`config.mk`:
```
export PLATFORM = sky130hd
export DESIGN_NAME = rhd_spi_emu_flat
export DESIGN_NICKNAME = d
export VERILOG_FILES = /design/src/rtl/rhd_spi_if.sv /design/src/rtl/rhd_spi_emu.sv /design/src/flat_wrapper.sv
export SDC_FILE = /design/constraint.sdc
export NUM_CORES = 2
export LEC_CHECK = 0
export ABC_AREA = 1
export CORE_MARGIN = 8
export CORE_UTILIZATION = 55
export DETAILED_ROUTE_END_ITERATION = 16
export GPL_ROUTABILITY_DRIVEN = 0
export HOLD_SLACK_MARGIN = 0.08
export PLACE_DENSITY = 0.84
export SYNTH_ARGS = -nofsm -noshare
export SYNTH_HDL_FRONTEND = slang
export SYNTH_SLANG_ARGS = --single-unit
```
`constraint.sdc`:
```
create_clock -name clk -period 3.1 [get_ports clk]
set_input_delay 0.62 -clock clk [delete_from_list [all_inputs] [get_ports clk]]
set_output_delay 0.62 -clock clk [all_outputs]
set_load 0.02 [all_outputs]
```
`src/rtl/rhd_spi_if.sv`:
```
// SPI pins of the emulated headstage plus its frame status flags.
// The master modport drives the pins; the slave modport is the emulator side.
interface rhd_spi_if;
  logic CS;
  logic SCLK;
  logic MOSI;
  logic MISO;
  logic frame_done;
  logic frame_err;

  modport master (
    output CS,
    output SCLK,
    output MOSI,
    input  MISO,
    input  frame_done,
    input  frame_err
  );

  modport slave (
    input  CS,
    input  SCLK,
    input  MOSI,
    output MISO,
    output frame_done,
    output frame_err
  );
endinterface

```
`src/rtl/rhd_spi_emu.sv`:
```
// Behavioural SPI-slave emulator: 16-bit command frames, 2-frame response pipeline,
// per-channel ramp counters on streams A/B and a small register file with ID bytes.
module rhd_spi_emu #(
  parameter int unsigned STARTING_SEED = 0,
  parameter int unsigned NUM_CH        = 32,
  parameter bit          DDR           = 1'b1,
  parameter int unsigned SYNC_STAGES   = 2
) (
  input  logic       clk,
  input  logic       rstn,
  rhd_spi_if.slave   spi
);

  localparam int unsigned CNT_W   = 5;
  localparam int unsigned WORD_W  = 16;
  localparam int unsigned BYTE_W  = 8;
  localparam int unsigned ADDR_W  = 6;
  localparam int unsigned REG_WR  = 18;
  localparam int unsigned RIDX_W  = 5;
  localparam logic [CNT_W-1:0] FULL = CNT_W'(WORD_W);

  typedef enum logic {S_IDLE, S_FRAME} state_t;

  // Input synchronisers; CS resets high so reset never fabricates an idle-to-active edge
  logic [SYNC_STAGES-1:0] cs_sync, sclk_sync, mosi_sync;
  logic                   cs_d, sclk_d;

  always_ff @(posedge clk or negedge rstn) begin
    if (!rstn) begin
      cs_sync   <= '1;
      sclk_sync <= '0;
      mosi_sync <= '0;
      cs_d      <= 1'b1;
      sclk_d    <= 1'b0;
    end else begin
      cs_sync   <= {cs_sync[SYNC_STAGES-2:0], spi.CS};
      sclk_sync <= {sclk_sync[SYNC_STAGES-2:0], spi.SCLK};
      mosi_sync <= {mosi_sync[SYNC_STAGES-2:0], spi.MOSI};
      cs_d      <= cs_sync[SYNC_STAGES-1];
      sclk_d    <= sclk_sync[SYNC_STAGES-1];
    end
  end

  logic cs_s, sclk_s, mosi_s;
  logic cs_fall_c, cs_rise_c, sclk_rise_c, sclk_fall_c;

  assign cs_s        = cs_sync[SYNC_STAGES-1];
  assign sclk_s      = sclk_sync[SYNC_STAGES-1];
  assign mosi_s      = mosi_sync[SYNC_STAGES-1];
  assign cs_fall_c   = cs_d & ~cs_s;
  assign cs_rise_c   = ~cs_d & cs_s;
  assign sclk_rise_c = ~sclk_d & sclk_s;
  assign sclk_fall_c = sclk_d & ~sclk_s;

  // Frame FSM and registered pin outputs
  state_t              state, state_n;
  logic [CNT_W-1:0]    cnt, cnt_n;
  logic [WORD_W-1:0]   shreg, shreg_n;
  logic                miso, miso_n;
  logic                done, done_n;
  logic                err, err_n;
  logic                commit_c;
  logic [3:0]          bit_idx_c;

  logic [WORD_W-1:0]   cur_a, cur_b, nxt_a, nxt_b;

  assign bit_idx_c = 4'(5'd15 - cnt);

  always_ff @(posedge clk or negedge rstn) begin
    if (!rstn) begin
      state <= S_IDLE;
      cnt   <= '0;
      shreg <= '0;
      miso  <= 1'b0;
      done  <= 1'b0;
      err   <= 1'b0;
    end else begin
      state <= state_n;
      cnt   <= cnt_n;
      shreg <= shreg_n;
      miso  <= miso_n;
      done  <= done_n;
      err   <= err_n;
    end
  end

  always_comb begin
    state_n  = state;
    cnt_n    = cnt;
    shreg_n  = shreg;
    miso_n   = miso;
    done_n   = 1'b0;
    err_n    = err;
    commit_c = 1'b0;
    case (state)
      S_IDLE: begin
        miso_n = 1'b0;
        if (cs_fall_c) begin
          state_n = S_FRAME;
          cnt_n   = '0;
          shreg_n = '0;
          miso_n  = cur_a[WORD_W-1];
        end
      end
      S_FRAME: begin
        if (cs_rise_c) begin
          state_n = S_IDLE;
          miso_n  = 1'b0;
          if (cnt == FULL) begin
            done_n   = 1'b1;
            commit_c = 1'b1;
          end else if (cnt != '0) begin
            err_n = 1'b1;
          end
        end else if (sclk_rise_c && (cnt != FULL)) begin
          cnt_n   = cnt + CNT_W'(1);
          shreg_n = {shreg[WORD_W-2:0], mosi_s};
          if (DDR) miso_n = cur_b[bit_idx_c];
        end else if (sclk_fall_c && (cnt != '0) && (cnt != FULL)) begin
          miso_n = cur_a[bit_idx_c];
        end
      end
      default: state_n = S_IDLE;
    endcase
  end

  assign spi.MISO       = miso;
  assign spi.frame_done = done;
  assign spi.frame_err  = err;

  // Command field decode of the captured word
  logic [1:0]        op_c;
  logic [ADDR_W-1:0] addr_c;
  logic [BYTE_W-1:0] lo_c;
  logic              is_conv_c, is_clr_c, is_wr_c, is_rd_c, conv_hit_c, reg_wr_ok_c;

  assign op_c        = shreg[15:14];
  assign addr_c      = shreg[13:8];
  assign lo_c        = shreg[7:0];
  assign is_conv_c   = (op_c == 2'b00) && (lo_c[7:1] == 7'd0);
  assign is_clr_c    = (shreg == 16'h6A00);
  assign is_wr_c     = (op_c == 2'b10);
  assign is_rd_c     = (op_c == 2'b11) && (lo_c == 8'h00);
  assign conv_hit_c  = is_conv_c && (32'(addr_c) < NUM_CH);
  assign reg_wr_ok_c = (32'(addr_c) < REG_WR);

  function automatic logic [WORD_W-1:0] init_a(input int unsigned ch);
    return WORD_W'(ch + STARTING_SEED);
  endfunction

  function automatic logic [WORD_W-1:0] init_b(input int unsigned ch);
    return WORD_W'(ch + NUM_CH + STARTING_SEED);
  endfunction

  logic [WORD_W-1:0] ctr_a [NUM_CH];
  logic [WORD_W-1:0] ctr_b [NUM_CH];
  logic [BYTE_W-1:0] regs  [REG_WR];

  logic [WORD_W-1:0] ctr_a_rd_c, ctr_b_rd_c;
  logic [BYTE_W-1:0] reg_rd_c;
  logic [WORD_W-1:0] resp_a_c, resp_b_c;

  always_comb begin
    ctr_a_rd_c = '0;
    ctr_b_rd_c = '0;
    for (int unsigned i = 0; i < NUM_CH; i++) begin
      if (ADDR_W'(i) == addr_c) begin
        ctr_a_rd_c = ctr_a[i];
        ctr_b_rd_c = ctr_b[i];
      end
    end
  end

  // Writable bytes first, then the fixed "INTAN" ID and revision byte
  always_comb begin
    reg_rd_c = '0;
    if (reg_wr_ok_c) begin
      reg_rd_c = regs[RIDX_W'(addr_c)];
    end else begin
      case (addr_c)
        6'd40:   reg_rd_c = 8'h49;
        6'd41:   reg_rd_c = 8'h4E;
        6'd42:   reg_rd_c = 8'h54;
        6'd43:   reg_rd_c = 8'h41;
        6'd44:   reg_rd_c = 8'h4E;
        6'd63:   reg_rd_c = 8'h01;
        default: reg_rd_c = 8'h00;
      endcase
    end
  end

  always_comb begin
    resp_a_c = '0;
    resp_b_c = '0;
    if (conv_hit_c) begin
      resp_a_c = ctr_a_rd_c;
      resp_b_c = ctr_b_rd_c;
    end else if (is_wr_c) begin
      resp_a_c = {8'hFF, lo_c};
      resp_b_c = {8'hFF, lo_c};
    end else if (is_rd_c) begin
      resp_a_c = {8'h00, reg_rd_c};
      resp_b_c = {8'h00, reg_rd_c};
    end
  end

  // Response pipeline and channel counters advance only on a completed frame
  always_ff @(posedge clk or negedge rstn) begin
    if (!rstn) begin
      cur_a <= '0;
      cur_b <= '0;
      nxt_a <= '0;
      nxt_b <= '0;
      for (int unsigned i = 0; i < NUM_CH; i++) begin
        ctr_a[i] <= init_a(i);
        ctr_b[i] <= init_b(i);
      end
    end else if (commit_c) begin
      cur_a <= nxt_a;
      cur_b <= nxt_b;
      nxt_a <= resp_a_c;
      nxt_b <= resp_b_c;
      for (int unsigned i = 0; i < NUM_CH; i++) begin
        if (is_clr_c || (conv_hit_c && lo_c[0] && (ADDR_W'(i) == addr_c))) begin
          ctr_a[i] <= init_a(i);
          ctr_b[i] <= init_b(i);
        end else if (conv_hit_c && (ADDR_W'(i) == addr_c)) begin
          ctr_a[i] <= ctr_a[i] + WORD_W'(1);
          ctr_b[i] <= ctr_b[i] + WORD_W'(1);
        end
      end
    end
  end

  always_ff @(posedge clk or negedge rstn) begin
    if (!rstn) begin
      for (int unsigned i = 0; i < REG_WR; i++) regs[i] <= '0;
    end else if (commit_c && is_wr_c && reg_wr_ok_c) begin
      regs[RIDX_W'(addr_c)] <= lo_c;
    end
  end

endmodule

```
`src/flat_wrapper.sv`:
```
// flat-port wrapper written by rule: the top's interface ports become plain ports
module rhd_spi_emu_flat 
#(
  parameter int unsigned STARTING_SEED = 0,
  parameter int unsigned NUM_CH        = 32,
  parameter bit          DDR           = 1'b1,
  parameter int unsigned SYNC_STAGES   = 2
)
  (clk, rstn, spi_CS, spi_SCLK, spi_MOSI, spi_MISO, spi_frame_done, spi_frame_err);
  rhd_spi_if spi_i ();
  input  logic clk;
  input  logic rstn;
  input wire logic [$bits(spi_i.CS)-1:0] spi_CS;
  input wire logic [$bits(spi_i.SCLK)-1:0] spi_SCLK;
  input wire logic [$bits(spi_i.MOSI)-1:0] spi_MOSI;
  output wire logic [$bits(spi_i.MISO)-1:0] spi_MISO;
  output wire logic [$bits(spi_i.frame_done)-1:0] spi_frame_done;
  output wire logic [$bits(spi_i.frame_err)-1:0] spi_frame_err;
  assign spi_i.CS = spi_CS;
  assign spi_i.SCLK = spi_SCLK;
  assign spi_i.MOSI = spi_MOSI;
  assign spi_MISO = spi_i.MISO;
  assign spi_frame_done = spi_i.frame_done;
  assign spi_frame_err = spi_i.frame_err;
  rhd_spi_emu #(.STARTING_SEED(STARTING_SEED), .NUM_CH(NUM_CH), .DDR(DDR), .SYNC_STAGES(SYNC_STAGES)) u_core (.clk(clk), .rstn(rstn), .spi(spi_i));
endmodule
```
==> results of run 1 <==
## cell families after synthesis
family          share of synthesized area
flops                               0.452
buf+inv                            0.0944
compound gates                      0.153
xor+xnor                          0.00832
simple gates                        0.281
fa+ha+maj                          0.0117
## layer usage
metal / GRT overflow / global-route usage
met1: 1 / 0.471
met2: 14 / 0.608
met3: 0 / 0.331
met4: 13 / 0.410
met5: 0 / 0.150
## synthesized netlist by cell type (all sizes together), types with 5 or more instances
cell | n | area, um^2
o31ai | 5 | 37.5
xnor2 | 6 | 52.6
a31oi | 40 | 250
o22a | 9 | 78.8
xor2 | 61 | 534
a21oi | 747 | 4010
nand3 | 438 | 2210
o21ai | 640 | 3210
nor3b | 101 | 774
o21bai | 14 | 105
o22ai | 86 | 538
and3 | 25 | 156
nand3b | 6 | 45.0
inv | 1467 | 5510
or2 | 17 | 106
nor2 | 1042 | 4140
nor4 | 111 | 920
ha | 66 | 826
o21a | 49 | 368
nor3 | 416 | 2310
a22o | 10 | 87.6
a211oi | 121 | 908
nand2 | 1926 | 7250
nand4 | 294 | 1850
dfstp | 195 | 5120
o41ai | 8 | 70.1
a22oi | 50 | 375
buf | 42 | 253
clkbuf | 227 | 852
a21o | 5 | 37.5
clkinv | 11 | 41.3
o211ai | 23 | 173
a221oi | 34 | 304
dfrtp | 1070 | 26800
## repair_timing
item | 4_1_cts
endpoints found under the setup margin | 308
setup buffers | 154
resized for setup | 513
gates cloned | 8
endpoints found under the hold margin | 70
pin swaps | 247
hold buffers | 1
## through the flow
stage	area, um^2	cells
2_1_floorplan	70600	9391
3_3_place_gp	78800	11655
4_1_cts	86800	12067
3_5_place_dp	78800	11655
==> results.ini, run 1 <==
[global_routing]
pin_count_of_the_biggest_net_entering_global_routing=109
grt_usage=0.462
grt-ovfl-total=28

[synth]
synthArstFlopShare=1.00
synthFlopType=sky130_fd_sc_hd__dfrtp_1
synth_edf_count=0
synth_area_per_cell_um2=7.51
synth_nets=9462
synth_seq_area_share=0.452
synth_cell_types=73
ys_seq_elements=1265
syn_area_um2=70600
synth.yosys.warnings=0
netlist_instances=9391

[run_status]
error=[ERROR GRT-0232] Routing congestion too high. Check the congestion heatmap in the GUI.
run_status=aborted with a tool error
stop_stage=global routing

[placement]
pre_cts_ws_ns=-0.799
port_buffers=7
dpl.hpwl_um=183000

[die]
floorplan.die.width_um=374
placementRows=131
initial_core_util=0.553
ios=8
vertical_extent_of_the_die_um=374

[clock_tree]
clock_sink_count=1265
cts_buffer_depth=3
htree_levels=4
clockRootBuffer=sky130_fd_sc_hd__clkbuf_16
cts-buffers-inserted=137

[timing]
worstEndpointType=register data pin
crit_endpoint=u_core.nxt_a[12]$_DFFE_PN0P_/D

==> run 2: changes to the inputs <==
CORE_UTILIZATION = 40   (was 55)
HOLD_SLACK_MARGIN = unset   (was 0.08)
PLACE_DENSITY = unset   (was 0.84)
PLACE_DENSITY_LB_ADDON = 0.15   (was unset)
clock period = 4.05 ns   (was 3.1 ns; I/O delays follow)
==> results.ini, run 2 <==
[global_routing]
grt_antenna_before_repair=1
grt_first_pass_wirelength_um=394000
first_global_vias=64356
grt-ovfl-total=0
pin_count_of_the_biggest_net_entering_global_routing=113
grt_usage=0.264

[clock_tree]
tritoncts=built
path_clk_slew_ns=0.06
clockRootBuffer=sky130_fd_sc_hd__clkbuf_16  ; unchanged
cts_buffer_depth=3  ; unchanged
clock_sink_count=1265  ; unchanged
htree_levels=4  ; unchanged
clkLatencyLatePin_ns=0.82
cts-buffers-inserted=153  ; was 137
ctsHoldBuffers=0  ; was 1

[drt]
detail-route-antenna-nets=0
drt-pass1-iter-count=8
postRouteWirelength_um=260000
viasPerCell=5.54
drt_drc_violations_left=0
initialDrtViolationCount=6605
route.vias.total=66781
routed_wire_length_per_instance_um=21.6

[finish]
diodes=0
most_common_library_cell_in_the_layout_ignoring_fill_and_taps=sky130_fd_sc_hd__nand2_1
design.final.nets=9660
share_of_cells_above_drive_strength_1=0.111
layoutNonFillerInstCount=12057
largest_registers=u_core.ctr_a x512, u_core.ctr_b x512, u_core.regs x144
final_area_um2=80800
post-route-util=0.460
synthToLayoutAreaGrowth_pct=14.5
most-common-layout-cells=sky130_fd_sc_hd__nand2_1 (1895), sky130_fd_sc_hd__inv_1 (1400), sky130_fd_sc_hd__dfrtp_1 (1067)

[setup_path]
worst-path-stages=22
path_common_cell=sky130_fd_sc_hd__nand4_1
endpoint_of_the_worst_slack_reg_to_reg_timing_path=u_core.nxt_a[1]
slowest_stage=sky130_fd_sc_hd__dfrtp_2
category_of_the_most_critical_setup_path=reg2reg
crit_arrival_ns=4.79
timing.reg2reg.worst_path_depth=22
required_arrival_time_at_the_worst_endpoint_ns=4.74
worstSetupEndpointType=flop
timing.critical_path.cells=buf_4, nand2_2, nor2_2, nand2_2, buf_12, clkinvlp_4, nand2_2, nand4_1, nor2_2, nand4_1, nor2_2, nand4_1, nor2_4, nand4_1, nor2_2, nand4_1, nor2_2, nand4_1, nor2_1, nand4_1, nand2_2, a21oi_1
worst_setup_path_start_kind=flop
cpLargestDelayFamily=simple AND/OR/NAND/NOR gates
flop2flop_setup_slack_ns=-0.06
worst_r2r_startpoint=u_core.shreg[8]
cp.buffers_inverters=3
crit_fanout=5
crit_path_max_incr_delay_ns=0.43

[timing]
achievable-frequency_mhz=244
clock-skew-final_ns=0.0369
finalWorstPathRequiredPeriod_ns=4.11
max_slew_margin=0.277
setup_violations=1
final.hold.worst_slack_ns=0.0406
report.final.slew_viol_count=0
timing.final.hold_violations=0
setup_tns_ns=-0.0553
layout_worst_path_cycle_share=1.01
actual_transition_at_the_worst_max_transition_pin_ns=1.08
fin_ws_ns=-0.0553
rsz_0062_raised_after_global_routing=yes

[pwr]
power_density_nw_per_um2=344
logic_gate_share_of_total_power=0.028
swShare=0.234
standby_leakage_power_nw=33.5
vdd_drop_max_uv=379
internal-power_mw=21.3
post-layout-total-power_mw=27.8
power.sequential.fraction=0.457
power_frac_clock=0.515
power.switching_mw=6.49

[synth]
syn_area_um2=70600  ; unchanged
synth.cells.most_frequent=sky130_fd_sc_hd__nand2_1 (1919), sky130_fd_sc_hd__inv_1 (1404), sky130_fd_sc_hd__dfrtp_1 (1070)  ; unchanged
synth_edf_count=0  ; unchanged
synth_cell_types=73  ; unchanged
synth_top_cell_by_area=sky130_fd_sc_hd__dfrtp_1  ; unchanged
ys_seq_elements=1265  ; unchanged
synthFlopType=sky130_fd_sc_hd__dfrtp_1  ; unchanged
synthArstFlopShare=1.00  ; unchanged
synth_seq_area_share=0.452  ; unchanged
netlist_instances=9391  ; unchanged
synth_nets=9462  ; unchanged
synth_area_per_cell_um2=7.51  ; unchanged
synth.yosys.warnings=0  ; unchanged
synth.top_cell.area_share=0.379  ; unchanged
yosys.cell_count.top_type=sky130_fd_sc_hd__nand2_1  ; unchanged
top_area_cells_in_the_synthesized_netlist=sky130_fd_sc_hd__dfrtp_1 (38%), sky130_fd_sc_hd__nand2_1 (10%), sky130_fd_sc_hd__inv_1 (7.5%)  ; unchanged

[die]
ios=8  ; unchanged
die_area_um2=190000
floorplan.die.width_um=436  ; was 374 um
core_footprint_um2=176000
placementRows=154  ; was 131
vertical_extent_of_the_die_um=436  ; was 374 um
initial_core_util=0.402  ; was 0.553

[run_status]
run_status=complete, but fails checks  ; was aborted with a tool error
failing_checks=setup timing

[placement]
port_buffers=7  ; unchanged
cell_area_after_placement_um2=74800  ; was 78800 um^2
dpl.hpwl_um=198000  ; was 183000 um
pre_cts_ws_ns=-0.705  ; was -0.799 ns
dpl.cell_count=11738  ; was 11655

[hold_path]
hp_class=in2async

[job]
max_cap_viol_count=0

==> run 2: cell counts after synthesis <==
No cell type changed its count.
==> run 2: worst max path at each step <==
| stage | slack [ns] | to | startpoint |
|---|---|---|---|
| finish | -0.06 | u_core.nxt_a[1] | u_core.shreg[8] |
| global route | -0.14 | u_core.nxt_a[1] | u_core.shreg[8] |
| CTS | -0.09 | u_core.nxt_a[8] | u_core.shreg[11] |
| detailed placement | -0.71 | u_core.nxt_a[8] | u_core.shreg[10] |
| global placement | -0.64 | u_core.nxt_a[8] | u_core.shreg[10] |
| floorplan | 0.75 | u_core.ctr_b[511] | u_core.cnt[1] |
==> run 2: what timing repair did <==
action,CTS,global route
setup buffers,19,12
gates resized for setup,62,61
pin swaps,24,44
gates cloned,3,2
setup endpoints to repair,15,27
==> run 2: power by group through the flow <==
stage	Sequential (mW)	Clock, mW	Combinational, mW
after detailed placement	12.9	0	0.782
after global routing	12.7	15.1	0.852
after CTS	12.7	14.6	0.783
after global placement	12.9	0	0.779
after floorplan	12.9	0	0.247
final	12.7	14.3	0.767
==> run 2: final cells by class <==
class	instances	area, um^2
clock buffer	241	4550
clock inverter	42	644
fill	17644	94900
inverter	1478	5570
multi-input combinational	6380	32400
sequential	1265	31900
tap	2340	2930
timing repair buffer	311	2840
==> run 2: cells by family (layout without fill, tap and decap cells) <==
family / Yosys count / after routing / synth area share
flip-flops: 1265 / 1265 / 0.452
adder cells (fa/ha/maj): 66 / 66 / 0.0117
buffers and inverters: 1747 / 2072 / 0.0944
AND/OR/NAND/NOR: 4380 / 4381 / 0.281
XOR/XNOR: 67 / 67 / 0.00832
AO/OA/AOI/OAI: 1866 / 1866 / 0.153
==> run 2: per-layer routing <==
layer  part of all wire  wire length (um)  track usage  up-vias
li1                   -                 -            -    31496
met1               0.41            105000        0.334    32047
met2               0.45            118000        0.421     2501
met3              0.062             16200       0.0402      735
met4              0.077             20100        0.173        2
met5           0.000050                13            0        -
==> run 2: worst reg2reg max path, cell delays in order (launching register included) <==
cell and delay, ns:
sky130_fd_sc_hd__dfrtp_2 0.43, sky130_fd_sc_hd__buf_4 0.16, sky130_fd_sc_hd__nand2_2 0.11, sky130_fd_sc_hd__nor2_2 0.07, sky130_fd_sc_hd__nand2_2 0.12, sky130_fd_sc_hd__buf_12 0.15, sky130_fd_sc_hd__clkinvlp_4 0.13, sky130_fd_sc_hd__nand2_2 0.10
sky130_fd_sc_hd__nand4_1 0.16, sky130_fd_sc_hd__nor2_2 0.18, sky130_fd_sc_hd__nand4_1 0.20, sky130_fd_sc_hd__nor2_2 0.24, sky130_fd_sc_hd__nand4_1 0.25, sky130_fd_sc_hd__nor2_4 0.27, sky130_fd_sc_hd__nand4_1 0.17, sky130_fd_sc_hd__nor2_2 0.16
sky130_fd_sc_hd__nand4_1 0.19, sky130_fd_sc_hd__nor2_2 0.25, sky130_fd_sc_hd__nand4_1 0.19, sky130_fd_sc_hd__nor2_1 0.15, sky130_fd_sc_hd__nand4_1 0.13, sky130_fd_sc_hd__nand2_2 0.10, sky130_fd_sc_hd__a21oi_1 0.07
Note: power is estimated with default switching activity, not from simulation.
